$ cat config.mk
export PLATFORM = sky130hd
export DESIGN_NAME = deadlock_idx0_monitor
export DESIGN_NICKNAME = d
export VERILOG_FILES = /design/src/rtl/deadlock_idx0_monitor.sv
export SDC_FILE = /design/constraint.sdc
export NUM_CORES = 1
export LEC_CHECK = 0
export ABC_AREA = 1
export BUFFER_PORTS_ARGS = -buffer_cell sky130_fd_sc_hd__buf_2
export CORE_AREA = 2 2 39 41
export DETAILED_ROUTE_END_ITERATION = 12
export DIE_AREA = 0 0 41 43
export PLACE_DENSITY_LB_ADDON = 0.2
export SKIP_LAST_GASP = 1
export SLEW_MARGIN = 20
export SYNTH_ARGS = -nofsm -noshare
export SYNTH_HDL_FRONTEND = slang
export SYNTH_SLANG_ARGS = --single-unit
$ cat constraint.sdc
create_clock -name clock -period 0.95 [get_ports clock]
set_input_delay 0.1425 -clock clock [delete_from_list [all_inputs] [get_ports clock]]
set_output_delay 0.1425 -clock clock [all_outputs]
set_load 0.1 [all_outputs]
$ cat src/rtl/deadlock_idx0_monitor.sv
// Deadlock monitor: flags a stall once every channel is settled and a block source persists.
// Optional build macro DEADLOCK_MONITOR_STICKY_EN latches block until reset.
module deadlock_idx0_monitor #(
    parameter int AXIS_NUM = 5,
    parameter int INST_NUM = 1,
    parameter int TIMEOUT  = 16
) (
    input  logic                clock,
    input  logic                reset,
    input  logic [AXIS_NUM-1:0] axis_block_sigs,
    input  logic [AXIS_NUM-1:0] inst_idle_sigs,
    input  logic [INST_NUM-1:0] inst_block_sigs,
    output logic                block
);

    localparam int CW = $clog2(TIMEOUT + 1);
    localparam logic [CW-1:0] TMAX = CW'(TIMEOUT);

    logic          cand_d;
    logic          cand_q;
    logic [CW-1:0] cnt_d;
    logic [CW-1:0] cnt_q;
    logic          at_max;

    // All-idle with nothing blocking is quiescence, not deadlock.
    always_comb begin
        cand_d = (&(axis_block_sigs | inst_idle_sigs)) &
                 ((|axis_block_sigs) | (|inst_block_sigs));
    end

    always_comb begin
        cnt_d = cnt_q;
        if (!cand_q) begin
            cnt_d = '0;
        end else if (cnt_q < TMAX) begin
            cnt_d = cnt_q + CW'(1);
        end
    end

    assign at_max = (cnt_q == TMAX);

    always_ff @(posedge clock or posedge reset) begin
        if (reset) begin
            cand_q <= 1'b0;
            cnt_q  <= '0;
        end else begin
            cand_q <= cand_d;
            cnt_q  <= cnt_d;
        end
    end

`ifdef DEADLOCK_MONITOR_STICKY_EN
    logic sticky_d;
    logic sticky_q;

    always_comb begin
        sticky_d = sticky_q | at_max;
    end

    always_ff @(posedge clock or posedge reset) begin
        if (reset) begin
            sticky_q <= 1'b0;
        end else begin
            sticky_q <= sticky_d;
        end
    end

    assign block = sticky_q | at_max;
`else
    assign block = at_max;
`endif

endmodule

-- Yosys cells after proc, flatten, opt, wreduce, memory -nomap -nowiden
Cells that the tools add are included.
- word-level logic and storage cells: 13
- bits in registers: 6
- input port bits: 13
- output and inout bits: 1
- equal/unequal tests: 2
- mux-type cells: 2
- $lt $le $gt $ge: 1
- bitwise operators: 3
- add/sub/neg operators: 1
- reductions and logical operators: 2
- operators by type and width (operator ; count):
    $mux 5 ; 2
    $add 5x1->5 const B ; 1
    $eq 5x5->1 const B ; 1
    $lt 5x5->1 const B ; 1
    $or 5x5->5 ; 1
    $reduce_and 5->1 ; 1
    $reduce_or 5->1 ; 1
    $ne 2x1->1 const B ; 1
    $and 1x1->1 ; 1
    $or 1x1->1 ; 1

-- Longest topological paths before layout
Gate-level depths: netlist (run 1).
- depth after elaboration: 3
- depth in mapped cells: 5
- gate-level depth less buffers: 5

-- Worst setup path after synthesis (run 1)
No wires, ideal clock.
- path type: reg2out
- start point: reg cnt_q[0]
- end point: out block
- path buffers: 0
- setup slack: -1.452 ns
- cell stages (with the launch flop): 5
- data required time: 0.808 ns
- arrival time: 2.260 ns
- path through: dfrtp_1 inv_1 ha_1 inv_1 nor4_2
- longest elaborated chain between the ends: 1
- RTL lines (item ; RTL line ; source):
    from (decl) ; 22 ; logic [CW-1:0] cnt_q;
    from (signal assigned) ; 48 ; cnt_q <= cnt_d;
    $eq 5x5->1 ; 40 ; assign at_max = (cnt_q == TMAX);
    to (decl) ; 13 ; output logic block
No other way between the ends.

-- Worst setup path in the final report (run 1)
Same ends and word-level chain as after synthesis.

==> flow_summary_export.csv, run 1 <==
group,metric,value,unit
outcome,outcome,"complete, but fails checks",
outcome,violations,"setup timing",
synthesis,synth_seq_cells,6,
synthesis,synthArstFlopShare,100,%
placed_design,place_hpwl,579,um
synthesis,netlist_instances,45,
timing,setup_ws,-456,ps
timing,rsz0062_at_grt,"true",
clocking,clock_latency,240,ps
timing,post-route-min-period,1410,ps
cells_and_area,area_growth,76.5,%
cells_and_area,antenna_cells,0,
floorplan,core_area,1380,um2
timing,worstMarginPinSlew,255,ps
worst_setup_path,crit_arrival,1260,ps
synthesis,synth_top_family_by_area,"simple AND/OR/NAND/NOR gates",
synthesis,synth.distinct_cells,16,
timing,slew_headroom,82.9,%
routing,final_antenna_net_count,0,
synthesis,synth_most_common_cell,"nor2_1",
routing,drtIter0Drc,1,
cells_and_area,drive_gt1_share,57.7,%
synthesis,synth_edf_count,0,
synthesis,ys_seq_area_share,42.1,%
cells_and_area,nFillCells,142,
worst_setup_path,critPathMaxFanout,2,
synthesis,ys_warn_count,0,
clocking,cts.sinks,6,
floorplan,pin_count,14,
hold_path,hold_class,"primary input to flop",
clocking,cts-root-buf,"clkbuf_4",
global_route,antenna_found_initial,0,
placed_design,gp_congestion,0.694,
clocking,htree_num_levels,1,
worst_setup_path,endpoint_kind,"primary output",
global_route,grt_usage,12.4,%
global_route,grt-ovfl-total,0,
synthesis,yosys.area_share.adder,7.02,%
global_route,grt_first_pass_wirelength,1430,um
power,p_leak,0.000303,uW
floorplan,row_count,14,
synthesis,synth_area_per_cell,7.92,um2
global_route,grt_pass1_vias,374,
global_route,grt_max_degree,7,
routing,drc,0,
floorplan,start_util,25.8,%
synthesis,synth_top_area_share,42.1,%
clocking,cts_tree,"yes",
routing,drt_wl_total,815,um
power,vdd.ir_drop.worst,0.465,mV
synthesis,synthTopCellsByArea,"dfrtp_1 (42%), nor2_1 (13%), ha_1 (7.0%)",
power,power.total,621,uW
synthesis,synth_compound_area_share,7.72,%
floorplan,dieArea,1760,um2
floorplan,die_height,43,um
clocking,clk_path_buf_depth,2,
synthesis,muxShareOfSynthArea,0,%
routing,first_pass_iters,4,
placed_design,io_buffer_count,13,
run,drv_cap,0,
routing,post_drt_via_cell_ratio,4.31,
routing,drt-wirelength-per-cell,9.37,um
power,p_per_area,987,nW/um2
clocking,cts_buffers,3,
timing,fmax,0.711,GHz
timing,finClkSkew,0.0752,ps
cells_and_area,fin_nets,88,
synthesis,synth_simple_gate_area_share,34.7,%
placed_design,pre_cts_ws,-219,ps
synthesis,synth-xor-area-share,0,%
routing,vias,375,
synthesis,syn_nets,60,
synthesis,yosys-top-cells-count,"nor2_1 (12), dfrtp_1 (6), inv_1 (6), nand3_1 (5), a21oi_1 (3)",
synthesis,yosys.area.top_type,"dfrtp_1",
floorplan,die_x,41,um
worst_setup_path,cp.required,810,ps
timing,report.final.slew_viol_count,0,
timing,timing.final.hold_violations,0,
timing,setup_violations,3,
timing,final.period_utilization,148,%
synthesis,syn_area,357,um2
worst_setup_path,criticalPathCategory,"flop to primary output",
clocking,path_clk_slew,40,ps
worst_setup_path,critPathLaunchType,"flop",
synthesis,synthFlopType,"dfrtp_1",
registers in the layout, summed over array words and instances, names as in the netlist:
register and count:
cnt_q 5, cand_q 1
worst max-delay path: stages (launching register included):
cell     delay (ps)
dfrtp_1         380
inv_2            80
ha_4            120
inv_1            50
nor4_4          180
buf_12          210
cells by family (layout without fill, tap and decap cells):
logic type,after synthesis,in the layout
AND/OR/NAND/NOR,25,25
flip-flops,6,6
adder cells (fa/ha/maj),2,2
buffers and inverters,8,34
AO/OA/AOI/OAI,4,4
report_power, final:
group          switching [uW]  internal [uW]  leakage [uW]
sequential               7.65            266     0.0000818
clock                    84.0            142     0.0000138
combinational            59.9           60.9      0.000207
area by class of cell:
cell class / count / area (um2) / area share, %
Clock buffer: 3 / 22.5 / 3.58
Inverter: 8 / 30.0 / 4.77
Multi-Input combinational cell: 31 / 241 / 38.4
Sequential cell: 6 / 150 / 23.9
Tap cell: 16 / 20.0 / 3.18
Timing Repair Buffer: 23 / 165 / 26.2
layout by cell type, fill, tap and decap left out, drive strengths merged:
| cell | n |
|---|---|
| clkbuf | 3 |
| dlygate4sd3 | 1 |
| nand3 | 5 |
| nor2 | 13 |
| or2 | 1 |
| buf | 22 |
| a21oi | 3 |
| o31ai | 1 |
| and3 | 1 |
| nand2 | 2 |
| ha | 2 |
| inv | 8 |
| nor3 | 2 |
| dfrtp | 6 |
| nor4 | 1 |
metrics by stage:
stage               TNS, ps  utilization, %  hold slack [ps]  area, um2  std cells
floorplan              -811               -            -66.5        365         45
global placement       -445            38.0             66.1        526         82
detailed placement     -427            38.0             65.4        526         82
CTS                    -621            42.5              142        588         86
global route           -856            45.5              150        629         87
finish                 -656            45.5              145        629         87
path summary, 6_finish.rpt:
kind                       slack, ps                 start  depth (start not counted)                   end
setup / recovery                -460  cnt_q[0]$_DFFE_PP0P_                          5                 block
hold / removal                   140       inst_block_sigs                          3      cand_q$_DFF_PP0_
setup reg to reg                -100  cnt_q[2]$_DFFE_PP0P_                          6  cnt_q[3]$_DFFE_PP0P_
hold reg to reg                  550      cand_q$_DFF_PP0_                          2  cnt_q[3]$_DFFE_PP0P_
max in group asynchronous        400                 reset                          3  cnt_q[1]$_DFFE_PP0P_
min in group asynchronous        360                 reset                          3  cnt_q[3]$_DFFE_PP0P_
per-layer routing:
metal  global-route usage, %  up-vias  share of wire, %
met5                       0        -                 0
met4                    12.0        0               2.3
met3                    2.09        2               3.9
met2                    17.8       12                49
met1                    14.5      164                44
li1                        -      197                 -
repair_timing:
item / 4_1_cts / 5_1_grt
hold buffers: 1 / 0
buffers inserted: 2 / 1
resized for setup: 6 / 9
pin swaps: 4 / 2
hold endpoints to repair: 6 / 0
endpoints found under the setup margin: 5 / 6
Note: power is estimated with default switching activity, not from simulation.
==> run 2, diff against run 1 <==
--- a/config.mk
+++ b/config.mk
@@ -16,3 +16,4 @@
 export SYNTH_ARGS = -nofsm -noshare
 export SYNTH_HDL_FRONTEND = slang
 export SYNTH_SLANG_ARGS = --single-unit
+export TNS_END_PERCENT = 30
==> flow_summary_export.csv, run 2 (synthesis gave the netlist of run 1 again) <==
group,metric,value,unit
clocking,htree_num_levels,1,
floorplan,die_height,43,um
floorplan,core_area,1380,um2
cells_and_area,nFillCells,144,
worst_setup_path,criticalPathCategory,"flop to primary output",
cells_and_area,postLayoutCellArea,558,um2
clocking,clk_path_buf_depth,2,
placed_design,place_inst,82,
placed_design,gp_congestion,0.694,
placed_design,pre_cts_ws,-219,ps
worst_setup_path,ff2ff_setup_slack,-140,ps
worst_setup_path,worstSetupEndpoint,"block",
clocking,cts.repair.resized,0,
clocking,cts_tree,"yes",
global_route,antenna_found_initial,0,
global_route,grt_max_degree,7,
worst_setup_path,startpoint,"cnt_q[1]$_DFFE_PP0P_",
routing,vias,352,
timing,post-route-min-period,1420,ps
run,drv_cap,0,
placed_design,place_area,526,um2
floorplan,die_x,41,um
worst_setup_path,critPathMaxFanout,2,
global_route,grt_pass1_vias,348,
routing,highest_layer,"met4",
routing,final_antenna_net_count,0,
cells_and_area,largest_reg_flops,5,
cells_and_area,reg.largest.list,"cnt_q: 5 flops, cand_q: 1 flops",
clocking,clock_latency,240,ps
power,p_switching,139,uW
timing,fmax,0.704,GHz
routing,drt_wl_total,704,um
power,swShare,23.2,%
placed_design,place_hpwl,579,um
worst_setup_path,r2r_start,"cnt_q[0]$_DFFE_PP0P_",
placed_design,io_buffer_count,13,
worst_setup_path,crit_chain,"inv_1, ha_1, inv_1, nor4_4, buf_12",
worst_setup_path,endpoint_kind,"primary output",
cells_and_area,area_growth,56.5,%
floorplan,row_count,14,
power,vdd.ir_drop.worst,0.473,mV
clocking,path_clk_slew,40,ps
routing,first_pass_iters,4,
worst_setup_path,cpMaxStageDelayCell,"dfrtp_1",
routing,drtIter0Drc,5,
cells_and_area,regArea,150,um2
cells_and_area,stdcell_count,86,
timing,final.period_utilization,150,%
outcome,violations,"setup timing",
cells_and_area,regMostFlops,"cnt_q",
floorplan,start_util,25.8,%
clocking,cts_buffers,3,
power,p_comb_share,16.8,%
power,power_frac_seq,45.4,%
worst_setup_path,crit_arrival,1280,ps
routing,post_drt_via_cell_ratio,4.09,
timing,timing.final.hold_violations,0,
global_route,grt-ovfl-total,0,
clocking,cts.sinks,6,
worst_setup_path,rr_worst_depth,4,
timing,slew_headroom,82.9,%
cells_and_area,antenna_cells,0,
power,clock_power_share,37.8,%
timing,setup_ws,-471,ps
global_route,grt_usage,11.5,%
cells_and_area,fin_nets,87,
routing,met3_length,33,um
timing,setup_tns,-697,ps
cells_and_area,multi_input_area,185,um2
worst_setup_path,slowest_delay,380,ps
worst_setup_path,critPathLaunchType,"flop",
routing,drc,0,
global_route,grt_first_pass_wirelength,1320,um
cells_and_area,final_cell_mix,"nor2_1 (12), buf_2 (12), buf_4 (8), inv_1 (6), dfrtp_1 (6)",
hold_path,hold_class,"primary input to flop",
routing,wl_met1,335,um
timing,worstMarginPinSlew,255,ps
floorplan,pin_count,14,
outcome,outcome,"complete, but fails checks",
power,p_leak,0.000290,uW
timing,rsz0062_at_grt,"true",
power,p_int,461,uW
floorplan,dieArea,1760,um2
worst_setup_path,cpMostUsedCell,"inv_1",
timing,finClkSkew,1.29,ps
worst_setup_path,regToRegEndpoint,"cnt_q[2]$_DFFE_PP0P_",
cells_and_area,drive_gt1_share,41.4,%
routing,dr_wl_met2,319,um
timing,report.final.slew_viol_count,0,
worst_setup_path,cp.required,810,ps
routing,drt-wirelength-per-cell,8.19,um
timing,setup_violations,5,
clocking,cts-root-buf,"clkbuf_4",
power,p_per_area,1080,nW/um2
[run 2: critical path, delay by kind of cell (launching register included)]
kind	cells	cell delay, ps
buffers and inverters	3	340
AND/OR/NAND/NOR	1	180
flip-flops	1	380
adder cells (fa/ha/maj)	1	130
[run 2: layout make-up]
type / instances / share of cell area (%)
Sequential cell: 6 / 26.9
Clock buffer: 3 / 4.04
Tap cell: 16 / 3.59
Multi-Input combinational cell: 31 / 33.2
Inverter: 8 / 5.38
Timing Repair Buffer: 22 / 26.9
[run 2: how the worst min path moves through the flow]
stage                                from  cells after the start                   end
after detailed placement            reset                      2  cnt_q[2]$_DFFE_PP0P_
after floorplan                     reset                      1      cand_q$_DFF_PP0_
after CTS                 inst_block_sigs                      3      cand_q$_DFF_PP0_
final                     inst_block_sigs                      3      cand_q$_DFF_PP0_
after global placement              reset                      2  cnt_q[2]$_DFFE_PP0P_
after global routing      inst_block_sigs                      3      cand_q$_DFF_PP0_
[run 2: metrics by stage]
step,total power [uW],util (%),hold slack (ps)
2_1_floorplan,323,-,-66.5
3_3_place_gp,376,38.0,66.1
3_5_place_dp,375,38.0,65.4
4_1_cts,617,40.3,142
5_1_grt,643,40.3,150
6_report,600,40.3,144
[run 2: per-layer routing]
metal	track usage [%]	vias to the layer above
li1	-	193
met1	13.9	145
met2	15.6	12
met3	2.09	2
met4	12.0	0
met5	0	-
[run 2: power by group through the flow]
stage | combinational (uW) | sequential (uW) | clock [uW]
2_1_floorplan | 46.9 | 276 | 0
3_5_place_dp | 99.1 | 276 | 0
5_1_grt | 116 | 273 | 253
4_1_cts | 103 | 273 | 241
6_report | 101 | 272 | 227
3_3_place_gp | 100 | 276 | 0
[run 2: repair_timing]
item                                    CTS  global route
endpoints found under the setup margin    5             5
endpoints found under the hold margin     6             0
hold buffers                              1             0
setup buffers                             0             0
